### src/rtl/regfile_wb_arbiter_if.sv
// Bundles the writeback, multi-cycle result and register-file write-port signals.
// The arbiter takes the slave side; the requester/driver takes the master side.
interface regfile_wb_arbiter_if;
   logic        wb_valid;
   logic [4:0]  wb_reg;
   logic [31:0] wb_data;
   logic        mc_valid;
   logic [4:0]  mc_reg;
   logic [31:0] mc_data;
   logic        mc_ready;
   logic        rf_we;
   logic [4:0]  rf_waddr;
   logic [31:0] rf_wdata;

   modport master (
      output wb_valid, wb_reg, wb_data, mc_valid, mc_reg, mc_data,
      input  mc_ready, rf_we, rf_waddr, rf_wdata
   );

   modport slave (
      input  wb_valid, wb_reg, wb_data, mc_valid, mc_reg, mc_data,
      output mc_ready, rf_we, rf_waddr, rf_wdata
   );
endinterface

### src/rtl/regfile_wb_arbiter.sv
// Shares the register-file write port between the WB stage (always wins) and a
// queued multi-cycle unit, killing queued results overwritten by younger WB writes.
module regfile_wb_arbiter #(
   parameter int DEPTH        = 2,
   parameter int STARVE_LIMIT = 8,
   parameter bit ZERO_PROTECT = 1'b1
) (
   input  logic                   clk,
   input  logic                   rst,
   regfile_wb_arbiter_if.slave    bus,
   output logic [31:0]            pend_mask,
   output logic                   stall_req,
   output logic [$clog2(DEPTH):0] fifo_count
);
   localparam int AW = $clog2(DEPTH);
   localparam int SW = (STARVE_LIMIT > 0) ? $clog2(STARVE_LIMIT + 1) : 1;
   localparam logic [AW:0]   FULL  = (AW+1)'(DEPTH);
   localparam logic [SW-1:0] LIMIT = SW'(STARVE_LIMIT);

   logic [DEPTH-1:0] ent_live;
   logic [4:0]       ent_reg  [DEPTH];
   logic [31:0]      ent_data [DEPTH];
   logic [AW-1:0]    wptr;
   logic [AW-1:0]    rptr;
   logic [SW-1:0]    starve_cnt;
   logic [SW-1:0]    starve_next;
   logic             pop_last;
   logic             a_eff;
   logic             push;
   logic             pop;
   logic             new_live;

   assign a_eff        = bus.wb_valid && !(ZERO_PROTECT && (bus.wb_reg == 5'd0));
   assign bus.mc_ready = rst && (fifo_count < FULL);
   assign push         = bus.mc_valid && bus.mc_ready;
   assign pop          = !a_eff && (fifo_count != '0);
   // A same-cycle WB write to the same register already supersedes the incoming result.
   assign new_live     = !(ZERO_PROTECT && (bus.mc_reg == 5'd0)) &&
                         !(a_eff && (bus.mc_reg == bus.wb_reg));

   always_comb begin
      starve_next = starve_cnt;
      if (pop)
         starve_next = '0;
      else if (a_eff && (fifo_count != '0) && (starve_cnt != LIMIT))
         starve_next = starve_cnt + 1'b1;
   end

   always_comb begin
      pend_mask = '0;
      for (int i = 0; i < DEPTH; i++)
         if (ent_live[i])
            pend_mask[ent_reg[i]] = 1'b1;
   end

   // Entry payload needs no reset: a slot only matters once its live bit is set.
   always_ff @(posedge clk) begin
      if (push) begin
         ent_reg[wptr]  <= bus.mc_reg;
         ent_data[wptr] <= bus.mc_data;
      end
   end

   always_ff @(posedge clk or negedge rst) begin
      if (!rst) begin
         ent_live   <= '0;
         wptr       <= '0;
         rptr       <= '0;
         fifo_count <= '0;
      end else begin
         for (int i = 0; i < DEPTH; i++)
            if (a_eff && (ent_reg[i] == bus.wb_reg))
               ent_live[i] <= 1'b0;
         if (pop) begin
            ent_live[rptr] <= 1'b0;
            rptr           <= rptr + 1'b1;
         end
         if (push) begin
            ent_live[wptr] <= new_live;
            wptr           <= wptr + 1'b1;
         end
         if (push && !pop)
            fifo_count <= fifo_count + 1'b1;
         else if (pop && !push)
            fifo_count <= fifo_count - 1'b1;
      end
   end

   // Write port and starvation tracking; a dead head still consumes its pop cycle.
   always_ff @(posedge clk or negedge rst) begin
      if (!rst) begin
         bus.rf_we    <= 1'b0;
         bus.rf_waddr <= '0;
         bus.rf_wdata <= '0;
         starve_cnt   <= '0;
         stall_req    <= 1'b0;
         pop_last     <= 1'b0;
      end else begin
         starve_cnt <= starve_next;
         pop_last   <= pop;
         if (a_eff) begin
            bus.rf_we    <= 1'b1;
            bus.rf_waddr <= bus.wb_reg;
            bus.rf_wdata <= bus.wb_data;
         end else if (pop) begin
            bus.rf_we <= ent_live[rptr];
            if (ent_live[rptr]) begin
               bus.rf_waddr <= ent_reg[rptr];
               bus.rf_wdata <= ent_data[rptr];
            end
         end else begin
            bus.rf_we <= 1'b0;
         end
         if ((STARVE_LIMIT > 0) && (starve_next == LIMIT))
            stall_req <= 1'b1;
         else if (pop_last)
            stall_req <= 1'b0;
      end
   end
endmodule

### src/flat_wrapper.sv
// flat-port wrapper written by rule: the top's interface ports become plain ports
module regfile_wb_arbiter_flat 
#(
   parameter int DEPTH        = 2,
   parameter int STARVE_LIMIT = 8,
   parameter bit ZERO_PROTECT = 1'b1
)
  (clk, rst, pend_mask, stall_req, fifo_count, bus_wb_valid, bus_wb_reg, bus_wb_data, bus_mc_valid, bus_mc_reg, bus_mc_data, bus_mc_ready, bus_rf_we, bus_rf_waddr, bus_rf_wdata);
  regfile_wb_arbiter_if bus_i ();
  input  logic clk;
  input  logic rst;
  output logic [31:0] pend_mask;
  output logic stall_req;
  output logic [$clog2(DEPTH):0] fifo_count;
  input wire logic [$bits(bus_i.wb_valid)-1:0] bus_wb_valid;
  input wire logic [$bits(bus_i.wb_reg)-1:0] bus_wb_reg;
  input wire logic [$bits(bus_i.wb_data)-1:0] bus_wb_data;
  input wire logic [$bits(bus_i.mc_valid)-1:0] bus_mc_valid;
  input wire logic [$bits(bus_i.mc_reg)-1:0] bus_mc_reg;
  input wire logic [$bits(bus_i.mc_data)-1:0] bus_mc_data;
  output wire logic [$bits(bus_i.mc_ready)-1:0] bus_mc_ready;
  output wire logic [$bits(bus_i.rf_we)-1:0] bus_rf_we;
  output wire logic [$bits(bus_i.rf_waddr)-1:0] bus_rf_waddr;
  output wire logic [$bits(bus_i.rf_wdata)-1:0] bus_rf_wdata;
  assign bus_i.wb_valid = bus_wb_valid;
  assign bus_i.wb_reg = bus_wb_reg;
  assign bus_i.wb_data = bus_wb_data;
  assign bus_i.mc_valid = bus_mc_valid;
  assign bus_i.mc_reg = bus_mc_reg;
  assign bus_i.mc_data = bus_mc_data;
  assign bus_mc_ready = bus_i.mc_ready;
  assign bus_rf_we = bus_i.rf_we;
  assign bus_rf_waddr = bus_i.rf_waddr;
  assign bus_rf_wdata = bus_i.rf_wdata;
  regfile_wb_arbiter #(.DEPTH(DEPTH), .STARVE_LIMIT(STARVE_LIMIT), .ZERO_PROTECT(ZERO_PROTECT)) u_core (.clk(clk), .rst(rst), .bus(bus_i), .pend_mask(pend_mask), .stall_req(stall_req), .fifo_count(fifo_count));
endmodule
### config.mk
export PLATFORM = sky130hd
export DESIGN_NAME = regfile_wb_arbiter_flat
export DESIGN_NICKNAME = d
export VERILOG_FILES = /design/src/rtl/regfile_wb_arbiter_if.sv /design/src/rtl/regfile_wb_arbiter.sv /design/src/flat_wrapper.sv
export SDC_FILE = /design/constraint.sdc
export NUM_CORES = 1
export LEC_CHECK = 0
export ABC_AREA = 0
export BUFFER_PORTS_ARGS = -buffer_cell sky130_fd_sc_hd__buf_2
export CAP_MARGIN = 20
export CORE_MARGIN = 2
export CORE_UTILIZATION = 30
export CTS_BUF_LIST = sky130_fd_sc_hd__clkbuf_8
export CTS_CLUSTER_SIZE = 24
export DETAILED_ROUTE_END_ITERATION = 16
export PLACE_DENSITY = 0.52
export SYNTH_ARGS = -nofsm -noshare
export SYNTH_HDL_FRONTEND = slang
export SYNTH_SLANG_ARGS = --single-unit
### constraint.sdc
create_clock -name clk -period 6.3 [get_ports clk]
set_clock_uncertainty 0.05 [all_clocks]
set_input_delay 0.315 -clock clk [delete_from_list [all_inputs] [get_ports clk]]
set_output_delay 0.315 -clock clk [all_outputs]
set_load 0.005 [all_outputs]
==> key figures <==
Clock tree
  – Clock Latency Late Sink: 0.42 ns
  – Hold bufs inserted after CTS: 2
  – Post-CTS setup buffers: 0
  – Gates resized, CTS repair: 0
  – Clock-pin slew reported for the worst setup and hold paths after clock tree synthesis: 0.07 ns
  – Number of buffers on the longest clock path: 2
  – CTS Root Cell: clkbuf_8
  – Total number of clock tree sinks: 124
  – Count of H-tree levels built during CTS: 4
  – Clock buffer count from CTS: 17
  – CTS tree: done

Yosys
  – Flop and latch count out of synthesis: 124
  – Nets in the synthesized netlist: 558
  – Cell area after technology mapping: 0.00554 sq mm
  – Average cell area after synthesis: 11.6 sq um
  – Share of the yosys chip area belonging to registers: 62.7%
  – Number of warnings printed during yosys synthesis: 0
  – Mapped Cells: 477
  – Cell variety after synth: 36

Route
  – Average wire per standard cell: 15.8 microns
  – Initial DRT Pass Iterations: 5
  – Count of unresolved DRC violations after routing: 0
  – Initial drt markers: 265
  – Wirelength, routed: 13,700 microns
  – Vias after detailed routing: 4,209
  – Remaining antenna violation count after routing: 0
  – Mean number of vias per cell: 4.87

Layout
  – Commonest non-fill, non-tap cell in the layout: buf_2
  – Highest-count cells in the layout ignoring fill and taps: buf_2, nand2_1, o21ai_0
  – Number of flip-flops in the largest register: 64
  – Number of nets at the end of the flow: 704
  – Final non-filler cell total: 865
  – Diode insertion count for antenna repair: 0
  – Post-route cell area: 0.00694 sq mm
  – Layout Area Growth over Synthesis: 25.2%
  – Share of cells above drive strength 1: 31.6%

Placement
  – Number of input and output port buffers inserted: 151
  – Placed instance count: 831
  – Post-DP HPWL: 9630 microns
  – DP Area: 0.00652 sq mm
  – Weighted congestion at the end of routability-driven global placement: 0.832

Timing
  – Slew at the pin closest to its max-slew limit: 0.953 ns
  – Total count of max-transition violations in the final report: 0
  – RSZ-0062 raised after global routing: false
  – Maximum achievable frequency: 355 MHz
  – Max-slew headroom at the worst pin: 36.4%
  – Fin. Hold Viols: 0
  – Final critical-path share of the clock period: 44.8%
  – Final count of negative-setup-slack endpoints: 0
  – Min Tclk post-route: 2.82 ns
  – Total Neg Setup Slack: 0 ns
  – Smallest hold slack: 0.0314 ns

Die
  – Placeable core area: 0.0180 sq mm
  – Die height: 140 microns
  – Number of core rows: 49
  – Total I/O pin count: 152
  – Initial core utilization: 30.7%
  – Area of the die: 0.0196 sq mm
  – Width of the chip: 140 microns

GRT
  – Vias in the first global route: 4,283
  – Global-route congestion overflow total: 0
  – Antenna violations before repair: 0
  – Global-route wire length before repair: 21,700 microns
  – Total GRT Usage: 13.9%
  – Largest net degree at the start of global routing: 74

Power
  – Power density over the cells: 374 mW/mm^2
  – Cell leakage power: 2.91 nW
  – Total power after layout: 2.60 mW
  – Peak supply drop: 176 uV

Critical path
  – Startpoint of the lowest-slack register-to-register path: u_core.rptr
  – Required arrival time at the worst endpoint: 6.56 ns
  – Worst-case register-to-register setup slack: 3.48 ns
  – CP startpoint kind: register
  – Worst reg2reg path endpoint: u_core.bus.rf_waddr[1]
  – Highest net fanout along the worst path: 42
  – Depth of the worst register-to-register path: 7
  – CP arrival: 3.08 ns
  – Critical Path End Type: register
  – WS Path Type: register to register

Worst hold path
  – Hold Path Origin: bus_mc_data[18]
  – Count of cells along the worst hold path: 1
  – Min-Delay Endpoint: u_core.ent_data[1][18]
  – Worst hold path class: input pin to register

Run status
  – Run status: completed

Flow run
  – Number of maximum-capacitance violations: 0
-- per-stage QoR --
stage | setup WS [ns] | utilization, %
3_3_place_gp | 3.44 | 36.0
2_1_floorplan | 3.23 | -
4_1_cts | 3.40 | 38.5
6_report | 3.48 | 38.5
3_5_place_dp | 3.41 | 36.2
5_1_grt | 3.21 | 38.5
-- cells by family after synthesis --
logic type	count (synthesis)	share of synthesized area, %
AO/OA/AOI/OAI	120	12.6
XOR/XNOR	21	3.32
multiplexers	38	6.86
adder cells (fa/ha/maj)	3	0.677
AND/OR/NAND/NOR	133	11.0
flip-flops	124	62.7
buffers and inverters	38	2.94
-- worst max-delay path, cell delays in order, from the launching register on --
cell and delay, ns:
dfrtp_2 0.34, buf_4 0.57, mux2i_1 0.23, nor2_4 0.64, buf_4 0.42, inv_1 0.10, a221oi_1 0.29, nor2_1 0.07
-- final cells by class --
type                       count  area [sq um]
multi-input combinational    315          1920
timing repair buffer         158           826
sequential                   124          3470
clock buffer                  20           275
inverter                       7          26.3
fill                        1791         11100
tap                          229           287
clock inverter                12           129
-- synthesized netlist by cell type (all sizes together) --
cell | instances | share of area [%]
buf | 6 | 0.77
a221oi | 1 | 0.16
a21oi | 2 | 0.32
nand2 | 82 | 5.6
nor4 | 2 | 0.23
o221ai | 1 | 0.16
o21a | 1 | 0.14
nand4 | 1 | 0.11
or3b | 4 | 0.63
mux2i | 38 | 6.9
nand3 | 9 | 0.81
xnor2 | 7 | 1.1
and3 | 1 | 0.11
dfrtp | 50 | 23
nor3 | 3 | 0.27
nor2 | 13 | 0.88
and2 | 1 | 0.11
o32ai | 1 | 0.29
clkbuf | 25 | 1.7
or3 | 2 | 0.23
or4 | 2 | 0.34
nor2b | 2 | 0.23
inv | 7 | 0.47
or2 | 2 | 0.23
nand3b | 9 | 1.2
o22ai | 32 | 3.6
a21o | 2 | 0.27
o21ai | 79 | 7.4
ha | 3 | 0.68
xor2 | 14 | 2.2
edfxtp | 74 | 40
a31oi | 1 | 0.23
-- report_power, final --
| group | switching [mW] | leakage (nW) | total, mW | internal, mW |
|---|---|---|---|---|
| clock network | 0.293 | 0.225 | 0.706 | 0.413 |
| registers | 0.0991 | 1.28 | 1.13 | 1.03 |
| logic | 0.448 | 1.41 | 0.759 | 0.312 |
| total | 0.840 | 2.91 | 2.60 | 1.76 |
-- worst max-delay path by stage --
stage	from	endpoint	slack [ns]	cells after the start
floorplan	u_core.fifo_count[1]	u_core.ent_live[0]	3.23	4
global placement	rst	u_core.ent_data[0][10]	3.44	5
detailed placement	u_core.rptr	u_core.bus.rf_waddr[1]	3.41	7
CTS	u_core.rptr	u_core.bus.rf_waddr[1]	3.40	7
global route	u_core.rptr	u_core.bus.rf_waddr[1]	3.21	7
finish	u_core.rptr	u_core.bus.rf_waddr[1]	3.48	7
-- layer usage --
metal	part of all wire, %	global-route usage (%)
met1	44	17.7
met2	48	22.7
met3	6.4	3.83
met4	1.5	5.11
met5	0	0
Note: power is estimated with default switching activity, not from simulation.
